==> src/rtl/cordic_gain_comp.sv <==
// cordic_gain_comp
//   Removes the CORDIC processing gain from the X/Y results of a CORDIC core.
//   In circular and hyperbolic modes, X and Y are multiplied by 1/K in Q16.16.
//   The multiply is a 17-cycle shift-add that reads one constant bit per cycle.
//   The product is then rescaled and saturated to the WIDTH-bit signed range.
//   In linear mode and in the reserved mode, X and Y pass through unchanged.
//   Z always passes through unchanged.
//
// Ports
//   clk                  rising-edge clock
//   rst                  synchronous, active-low reset
//   in_valid/in_ready    input strobe; the block accepts it only while idle
//   mode_coord           01 circular, 11 hyperbolic, 00 linear, 10 reserved
//   x_in, y_in, z_in     signed CORDIC results
//   out_valid/out_ready  output handshake; the result is held until accepted
//   x_out, y_out, z_out  signed compensated results
//   sat                  X or Y of the current result was clamped
//   overflow             sticky; an input strobe arrived while busy and was dropped
module cordic_gain_comp #(
  parameter int WIDTH = 32,
  parameter int FRAC  = 16
) (
  input  logic             clk,
  input  logic             rst,
  input  logic             in_valid,
  input  logic [1:0]       mode_coord,
  input  logic [WIDTH-1:0] x_in,
  input  logic [WIDTH-1:0] y_in,
  input  logic [WIDTH-1:0] z_in,
  output logic             in_ready,
  input  logic             out_ready,
  output logic [WIDTH-1:0] x_out,
  output logic [WIDTH-1:0] y_out,
  output logic [WIDTH-1:0] z_out,
  output logic             out_valid,
  output logic             sat,
  output logic             overflow
);

  // 17-bit constant times a WIDTH-bit operand, plus one guard bit for the sign.
  localparam int ACC_W = WIDTH + 18;

  localparam logic [16:0] C_CIRC = 17'd39797;
  localparam logic [16:0] C_HYP  = 17'd79134;

  localparam logic signed [ACC_W-1:0] MAX_V =
    {{(ACC_W-WIDTH+1){1'b0}}, {(WIDTH-1){1'b1}}};
  localparam logic signed [ACC_W-1:0] MIN_V =
    {{(ACC_W-WIDTH+1){1'b1}}, {(WIDTH-1){1'b0}}};

  typedef enum logic [1:0] {IDLE, MUL, DONE} state_t;

  state_t                   state_q, state_d;
  logic [4:0]               bit_cnt_q, bit_cnt_d;
  logic [16:0]              coef_q, coef_d;
  logic [WIDTH-1:0]         x_op_q, x_op_d, y_op_q, y_op_d;
  logic signed [ACC_W-1:0]  x_acc_q, x_acc_d, y_acc_q, y_acc_d;
  logic [WIDTH-1:0]         x_res_q, x_res_d, y_res_q, y_res_d, z_res_q, z_res_d;
  logic                     sat_q, sat_d;
  logic                     out_valid_q, out_valid_d;
  logic                     overflow_q, overflow_d;

  logic signed [ACC_W-1:0]  x_term, y_term, x_sum, y_sum;
  logic [WIDTH:0]           x_clamp, y_clamp;

  // Rescale the accumulated product back to Q(FRAC).
  // The arithmetic shift floors toward -inf.
  // Bit WIDTH of the return value flags that the result was clamped.
  function automatic logic [WIDTH:0] clamp(input logic signed [ACC_W-1:0] acc);
    logic signed [ACC_W-1:0] scaled;
    scaled = acc >>> FRAC;
    if (scaled > MAX_V)      clamp = {1'b1, MAX_V[WIDTH-1:0]};
    else if (scaled < MIN_V) clamp = {1'b1, MIN_V[WIDTH-1:0]};
    else                     clamp = {1'b0, scaled[WIDTH-1:0]};
  endfunction

  // Shift-add datapath.
  // Each cycle handles one constant bit: the shifted operand is added only if that bit is set.
  // The sums are also what the last MUL cycle clamps, so the final term is included.
  always_comb begin
    x_term  = {{(ACC_W-WIDTH){x_op_q[WIDTH-1]}}, x_op_q} <<< bit_cnt_q;
    y_term  = {{(ACC_W-WIDTH){y_op_q[WIDTH-1]}}, y_op_q} <<< bit_cnt_q;
    x_sum   = coef_q[bit_cnt_q] ? (x_acc_q + x_term) : x_acc_q;
    y_sum   = coef_q[bit_cnt_q] ? (y_acc_q + y_term) : y_acc_q;
    x_clamp = clamp(x_sum);
    y_clamp = clamp(y_sum);
  end

  // Next-state and datapath control.
  // out_valid is registered, so it rises on the edge after the FSM enters DONE.
  // That gives 1 cycle of latency for the bypass modes and 18 for the scaled modes.
  always_comb begin
    state_d     = state_q;
    bit_cnt_d   = bit_cnt_q;
    coef_d      = coef_q;
    x_op_d      = x_op_q;
    y_op_d      = y_op_q;
    x_acc_d     = x_acc_q;
    y_acc_d     = y_acc_q;
    x_res_d     = x_res_q;
    y_res_d     = y_res_q;
    z_res_d     = z_res_q;
    sat_d       = sat_q;
    out_valid_d = 1'b0;
    overflow_d  = overflow_q;

    // A strobe that arrives while busy is lost.
    // This includes the cycle in which a DONE handshake completes.
    if (in_valid && (state_q != IDLE)) overflow_d = 1'b1;

    case (state_q)
      IDLE: begin
        if (in_valid) begin
          x_op_d    = x_in;
          y_op_d    = y_in;
          z_res_d   = z_in;
          x_acc_d   = '0;
          y_acc_d   = '0;
          bit_cnt_d = '0;
          if (mode_coord[0]) begin
            coef_d  = mode_coord[1] ? C_HYP : C_CIRC;
            state_d = MUL;
          end else begin
            x_res_d = x_in;
            y_res_d = y_in;
            sat_d   = 1'b0;
            state_d = DONE;
          end
        end
      end
      MUL: begin
        x_acc_d   = x_sum;
        y_acc_d   = y_sum;
        bit_cnt_d = 5'(bit_cnt_q + 5'd1);
        if (bit_cnt_q == 5'd16) begin
          x_res_d   = x_clamp[WIDTH-1:0];
          y_res_d   = y_clamp[WIDTH-1:0];
          sat_d     = x_clamp[WIDTH] | y_clamp[WIDTH];
          bit_cnt_d = '0;
          state_d   = DONE;
        end
      end
      DONE: begin
        out_valid_d = 1'b1;
        if (out_valid_q && out_ready) begin
          out_valid_d = 1'b0;
          state_d     = IDLE;
        end
      end
      default: state_d = IDLE;
    endcase
  end

  // State registers, with synchronous active-low clear.
  always_ff @(posedge clk) begin
    if (!rst) begin
      state_q     <= IDLE;
      bit_cnt_q   <= '0;
      coef_q      <= '0;
      x_op_q      <= '0;
      y_op_q      <= '0;
      x_acc_q     <= '0;
      y_acc_q     <= '0;
      x_res_q     <= '0;
      y_res_q     <= '0;
      z_res_q     <= '0;
      sat_q       <= 1'b0;
      out_valid_q <= 1'b0;
      overflow_q  <= 1'b0;
    end else begin
      state_q     <= state_d;
      bit_cnt_q   <= bit_cnt_d;
      coef_q      <= coef_d;
      x_op_q      <= x_op_d;
      y_op_q      <= y_op_d;
      x_acc_q     <= x_acc_d;
      y_acc_q     <= y_acc_d;
      x_res_q     <= x_res_d;
      y_res_q     <= y_res_d;
      z_res_q     <= z_res_d;
      sat_q       <= sat_d;
      out_valid_q <= out_valid_d;
      overflow_q  <= overflow_d;
    end
  end

  // in_ready is gated with rst so that it stays low throughout reset.
  assign in_ready  = rst && (state_q == IDLE);
  assign x_out     = x_res_q;
  assign y_out     = y_res_q;
  assign z_out     = z_res_q;
  assign sat       = sat_q;
  assign out_valid = out_valid_q;
  assign overflow  = overflow_q;

endmodule
==> config.mk <==
export PLATFORM = sky130hd
export DESIGN_NAME = cordic_gain_comp
export DESIGN_NICKNAME = d
export VERILOG_FILES = /design/src/rtl/cordic_gain_comp.sv
export SDC_FILE = /design/constraint.sdc
export NUM_CORES = 1
export LEC_CHECK = 0
export BUFFER_PORTS_ARGS = -buffer_cell sky130_fd_sc_hd__buf_4
export CORE_MARGIN = 2
export CORE_UTILIZATION = 40
export DETAILED_ROUTE_END_ITERATION = 7
export PLACE_DENSITY = 0.65
export SLEW_MARGIN = 20
export SYNTH_ARGS = -nofsm -noshare
export SYNTH_HDL_FRONTEND = slang
export SYNTH_SLANG_ARGS = --single-unit
==> constraint.sdc <==
create_clock -name clk -period 7.6 [get_ports clk]
set_input_delay 1.14 -clock clk [delete_from_list [all_inputs] [get_ports clk]]
set_output_delay 1.14 -clock clk [all_outputs]
set_load 0.01 [all_outputs]
==> results by stage <==
Outcome:
- The run finished with clean final reports.

Clocking:
- The total clock sinks is about 270.
- Once the clock tree was built, the resizer swapped 0 gates to a different size.
- Post-CTS timing repair inserted 0 buffers for setup.
- The master cell of the clock root buffer is clkbuf_16.
- The number of buffers inserted for hold repair after clock tree synthesis is 0.
- The maximum buffer depth of the clock tree is 3.
- The clock-pin transition on the worst setup and hold timing paths is 0.06 ns.
- TritonCTS built the clock tree.
- CTS built an H-tree with a depth of 1.
- For the worst-skew pair, the clock arrives at the later sink with an insertion delay of 0.61 ns.
- The CTS buffer count is 31.

Power:
- Power spread over the standard cell area amounts to 185 nW/um^2.
- The net switching component of the power is 0.00152 W.
- The maximum resistive drop on vdd is 0.000170 V.
- The share of total power dissipated in sequential elements is 0.369.
- Of the total power, combinational logic draws 0.260.
- Cell internal power was estimated by the tool at 0.00286 W.
- The clock network fraction of total power is 0.371.
- The reported leakage power is between 9 and 10 nW.
- The net switching fraction of the power is 0.348.

Setup path:
- The reg-to-reg startpoint is bit_cnt_q[1]$_SDFFE_PN0P_.
- The data arrival time of the critical path is between 7 and 8 ns.
- In this run the critical register-to-register path is captured at y_out[10]$_SDFFE_PN0P_.
- The largest single stage delay on the critical path is 0.87 ns.
- The cell repeated most along the worst path is mux2_2.
- The number of cells on the worst reg-to-reg path is 18.
- The sort of element at the end of the critical path is a register.
- For the worst setup path, the data required time is just over 8 ns.
- The highest fanout seen on the critical path is 62.
- The critical path class is reg -> reg.
- The startpoint kind of the worst setup timing path is a register.
- For flop-to-flop paths, the worst setup slack is 0.81 ns.
- The cell with the largest stage delay on the worst path is dfxtp_4.
- Traced cell by cell, the critical path runs through mux2_2, o21ai_0, nor2_1, a21oi_1, mux2_2, mux2i_1, ha_1, nand4_1, nor3_1, nand2_1, nor4_1, o31ai_1, a31oi_1, mux2_2, a211o_1, a21oi_2, o21ai_0, a21oi_1.

Flow run:
- The count of maximum capacitance violations is 0.

STA:
- At the pin with the least slew margin, the transition time is 1.13 ns.
- The fraction of the cycle the final worst path needs is 0.894.
- The final-report hold violation count was 0.
- The clock period minus worst slack is slightly below 7 ns.
- The maximum clock skew at final layout is ~0.012 ns.
- Setup repair after global routing left no endpoint under its margin.
- For the final routed database, the setup TNS stands at 0 ns.
- The count of final setup violators is 0.
- In this run the tightest slew margin relative to its limit is 0.247.
- The number of pins with negative max-slew slack in the final report is 0.
- The achievable clock frequency is 0.147 GHz.

Yosys:
- The commonest cells after synthesis are a21oi_1 (474), nand2_1 (467), nor2_1 (281).
- The number of synthesized flops with an enable pin is 0.
- After synthesis, the mean cell area works out to 7.15 sq um.
- By instance count, the leading cell after synthesis is a21oi_1.
- The cell count after synthesis is 2,903.
- The netlist area before placement is between 20,000 and 25,000 sq um.
- The synthesized netlist contains 80 unique library cells.
- Of the post-synthesis cell area, the dominant cell type holds 0.263.
- The post-synthesis async set-or-reset flop share is 0.
- In the post-synthesis netlist, the biggest area contributors are dfxtp_1 (26%), a21oi_1 (11%), nand2_1 (8.4%).
- The total of flip-flops plus latches after synthesis is 273.
- The most used flip-flop cell after synthesis is dfxtp_1.
- Of all cell types, the one taking the most synthesized area is dfxtp_1.
- The synthesis warning total is 0.
- The sequential element share of the synthesized area is 0.263.
- The number of nets handed over by synthesis was 3,107.

Global routing:
- Entering global routing, the biggest net connects 100 pins.
- Across every metal layer, demand over resource in global routing totals 0.293.
- The overflow left after global routing is 0.
- The number of global-route vias before repair is 20,400.
- The first global-routing pass estimated 123,000 um of wire.
- The initial antenna violation count came to 6.

Floorplanning:
- The initial utilization of the core area, before any placement, comes to 0.405.
- The number of primary I/O pins is 202.
- The die outline area is 53,700 sq um.
- The floorplan step set the die width to 232 um.
- The floorplan row count is 83.
- The floorplan core area is 51,300 sq um.
- The die is 232 um tall.

Place:
- The routability-driven placement congestion ratio is 0.971.
- In this run, placement finished with an instance count of 3,592.
- The count of buffers from port buffering is 201.
- The detailed placer's ending HPWL is between 60,000 and 70,000 um.
- The area of placed instances is roughly 23,000 sq um.

Detailed routing:
- The routed length per placed instance is 22.3 um.
- The detailed-router iteration count before antenna repair is 6.
- Dividing the detail-routed via count by the number of cells gives about 6.
- The overall routed net length is 81,600 um.
- The detail route stage leaves a number of antenna-violating nets equal to 0.
- The violation count after the first detailed-routing iteration is around 2,300.
- After detailed routing, the number of remaining DRC violations is 0.
- The routed layout has 22,100 vias.

Min path:
- The class of the tightest hold or removal check is reg -> reg.
- The source of the worst hold timing path is overflow$_SDFFE_PN0P_.
- The instance count along the most critical hold path is 2.
- The path with the worst hold slack has its endpoint at overflow$_SDFFE_PN0P_.

Cells and area:
- Of the cells placed in the final design, the portion with a size suffix greater than 1 is 0.131.
- Once layout is done, the placed cells without fillers occupy around 24,000 sq um.
- The finished layout holds ~3,700 standard cells, fillers aside.
- Relative to the synthesized area, the layout overhead comes to 13.9%.
- The final-stage net count is around 3,200.
power groups by stage:
stage                     combinational, W  clock [W]  sequential, W
final                              0.00114    0.00162        0.00162
after global routing               0.00123    0.00170        0.00163
after CTS                          0.00112    0.00165        0.00162
after detailed placement           0.00111          0        0.00165
after global placement             0.00110          0        0.00164
after floorplan                   0.000669          0        0.00163
area by class of cell:
cell class | count | area, sq um
antenna | 4 | 10.0
clock buffer | 39 | 866
clock inverter | 18 | 213
fill | 5273 | 27700
inverter | 37 | 144
multi-input combinational | 2367 | 14300
sequential | 273 | 5470
tap | 680 | 851
timing repair buffer | 236 | 1790
cell families after synthesis:
logic type / after synthesis / synth area share
muxes: 152 / 0.0900
DFF: 273 / 0.263
AOI/OAI and AO/OA: 999 / 0.283
adders and majority gates: 102 / 0.0622
and+or+nand+nor: 1027 / 0.215
buffers and inverters: 263 / 0.0503
xor gates and xnor gates: 87 / 0.0367
worst max-delay path by stage:
stage | startpoint | end | slack, ns | cells past startpoint
after floorplan | bit_cnt_q[0]$_SDFFE_PN0P_ | sat$_SDFFE_PN0P_ | 2.29 | 22
after global placement | bit_cnt_q[0]$_SDFFE_PN0P_ | y_out[14]$_SDFFE_PN0P_ | 1.11 | 19
after detailed placement | bit_cnt_q[0]$_SDFFE_PN0P_ | y_out[14]$_SDFFE_PN0P_ | 0.96 | 19
after CTS | bit_cnt_q[0]$_SDFFE_PN0P_ | y_out[14]$_SDFFE_PN0P_ | 0.93 | 19
after global routing | bit_cnt_q[0]$_SDFFE_PN0P_ | y_out[14]$_SDFFE_PN0P_ | 0.36 | 19
final | bit_cnt_q[1]$_SDFFE_PN0P_ | y_out[10]$_SDFFE_PN0P_ | 0.81 | 18
routing by layer:
layer  part of all wire  GRT usage  wire length, um
met1               0.44      0.412            35900
met2               0.41      0.421            33500
met3               0.12     0.0984             9820
met4              0.029     0.0849             2380
met5            0.00029          0               24
through the flow:
step / hold slack [ns] / utilization / total power [W] / worst slack (ns)
2_1_floorplan: 0.442 / - / 0.00230 / 2.29
3_3_place_gp: 0.437 / 0.439 / 0.00275 / 1.11
3_5_place_dp: 0.446 / 0.439 / 0.00276 / 0.957
4_1_cts: 0.455 / 0.460 / 0.00438 / 0.930
5_1_grt: 0.473 / 0.461 / 0.00455 / 0.361
6_report: 0.452 / 0.461 / 0.00438 / 0.807
cell usage in the layout (no fill, tap or decap), types with 32 or more instances in the layout:
cell	count
a21o_1	33
a21oi_1	474
a22oi_1	52
buf_4	235
dfxtp_1	268
ha_1	100
inv_1	35
mux2i_1	94
nand2_1	466
nand3_1	77
nand4_1	32
nor2_1	278
nor3_1	35
o21ai_0	198
o22ai_1	48
xnor2_1	47
xor2_1	40
registers in the layout, summed over array words and instances, names as in the netlist:
name	flops
bit_cnt_q	5
coef_q	3
out_valid	1
overflow	1
sat	1
state_q	2
x_acc_q	50
x_op_q	32
x_out	32
y_acc_q	50
y_op_q	32
y_out	32
z_out	32
worst max-delay path: cells and delay by family (launching register included):
family,cells,cell delay [ns]
mux,4,1.24
flops,1,0.87
simple gates,5,0.90
fa+ha+maj,1,0.53
compound gates,8,3.16
(Power assumes the default switching activity.)
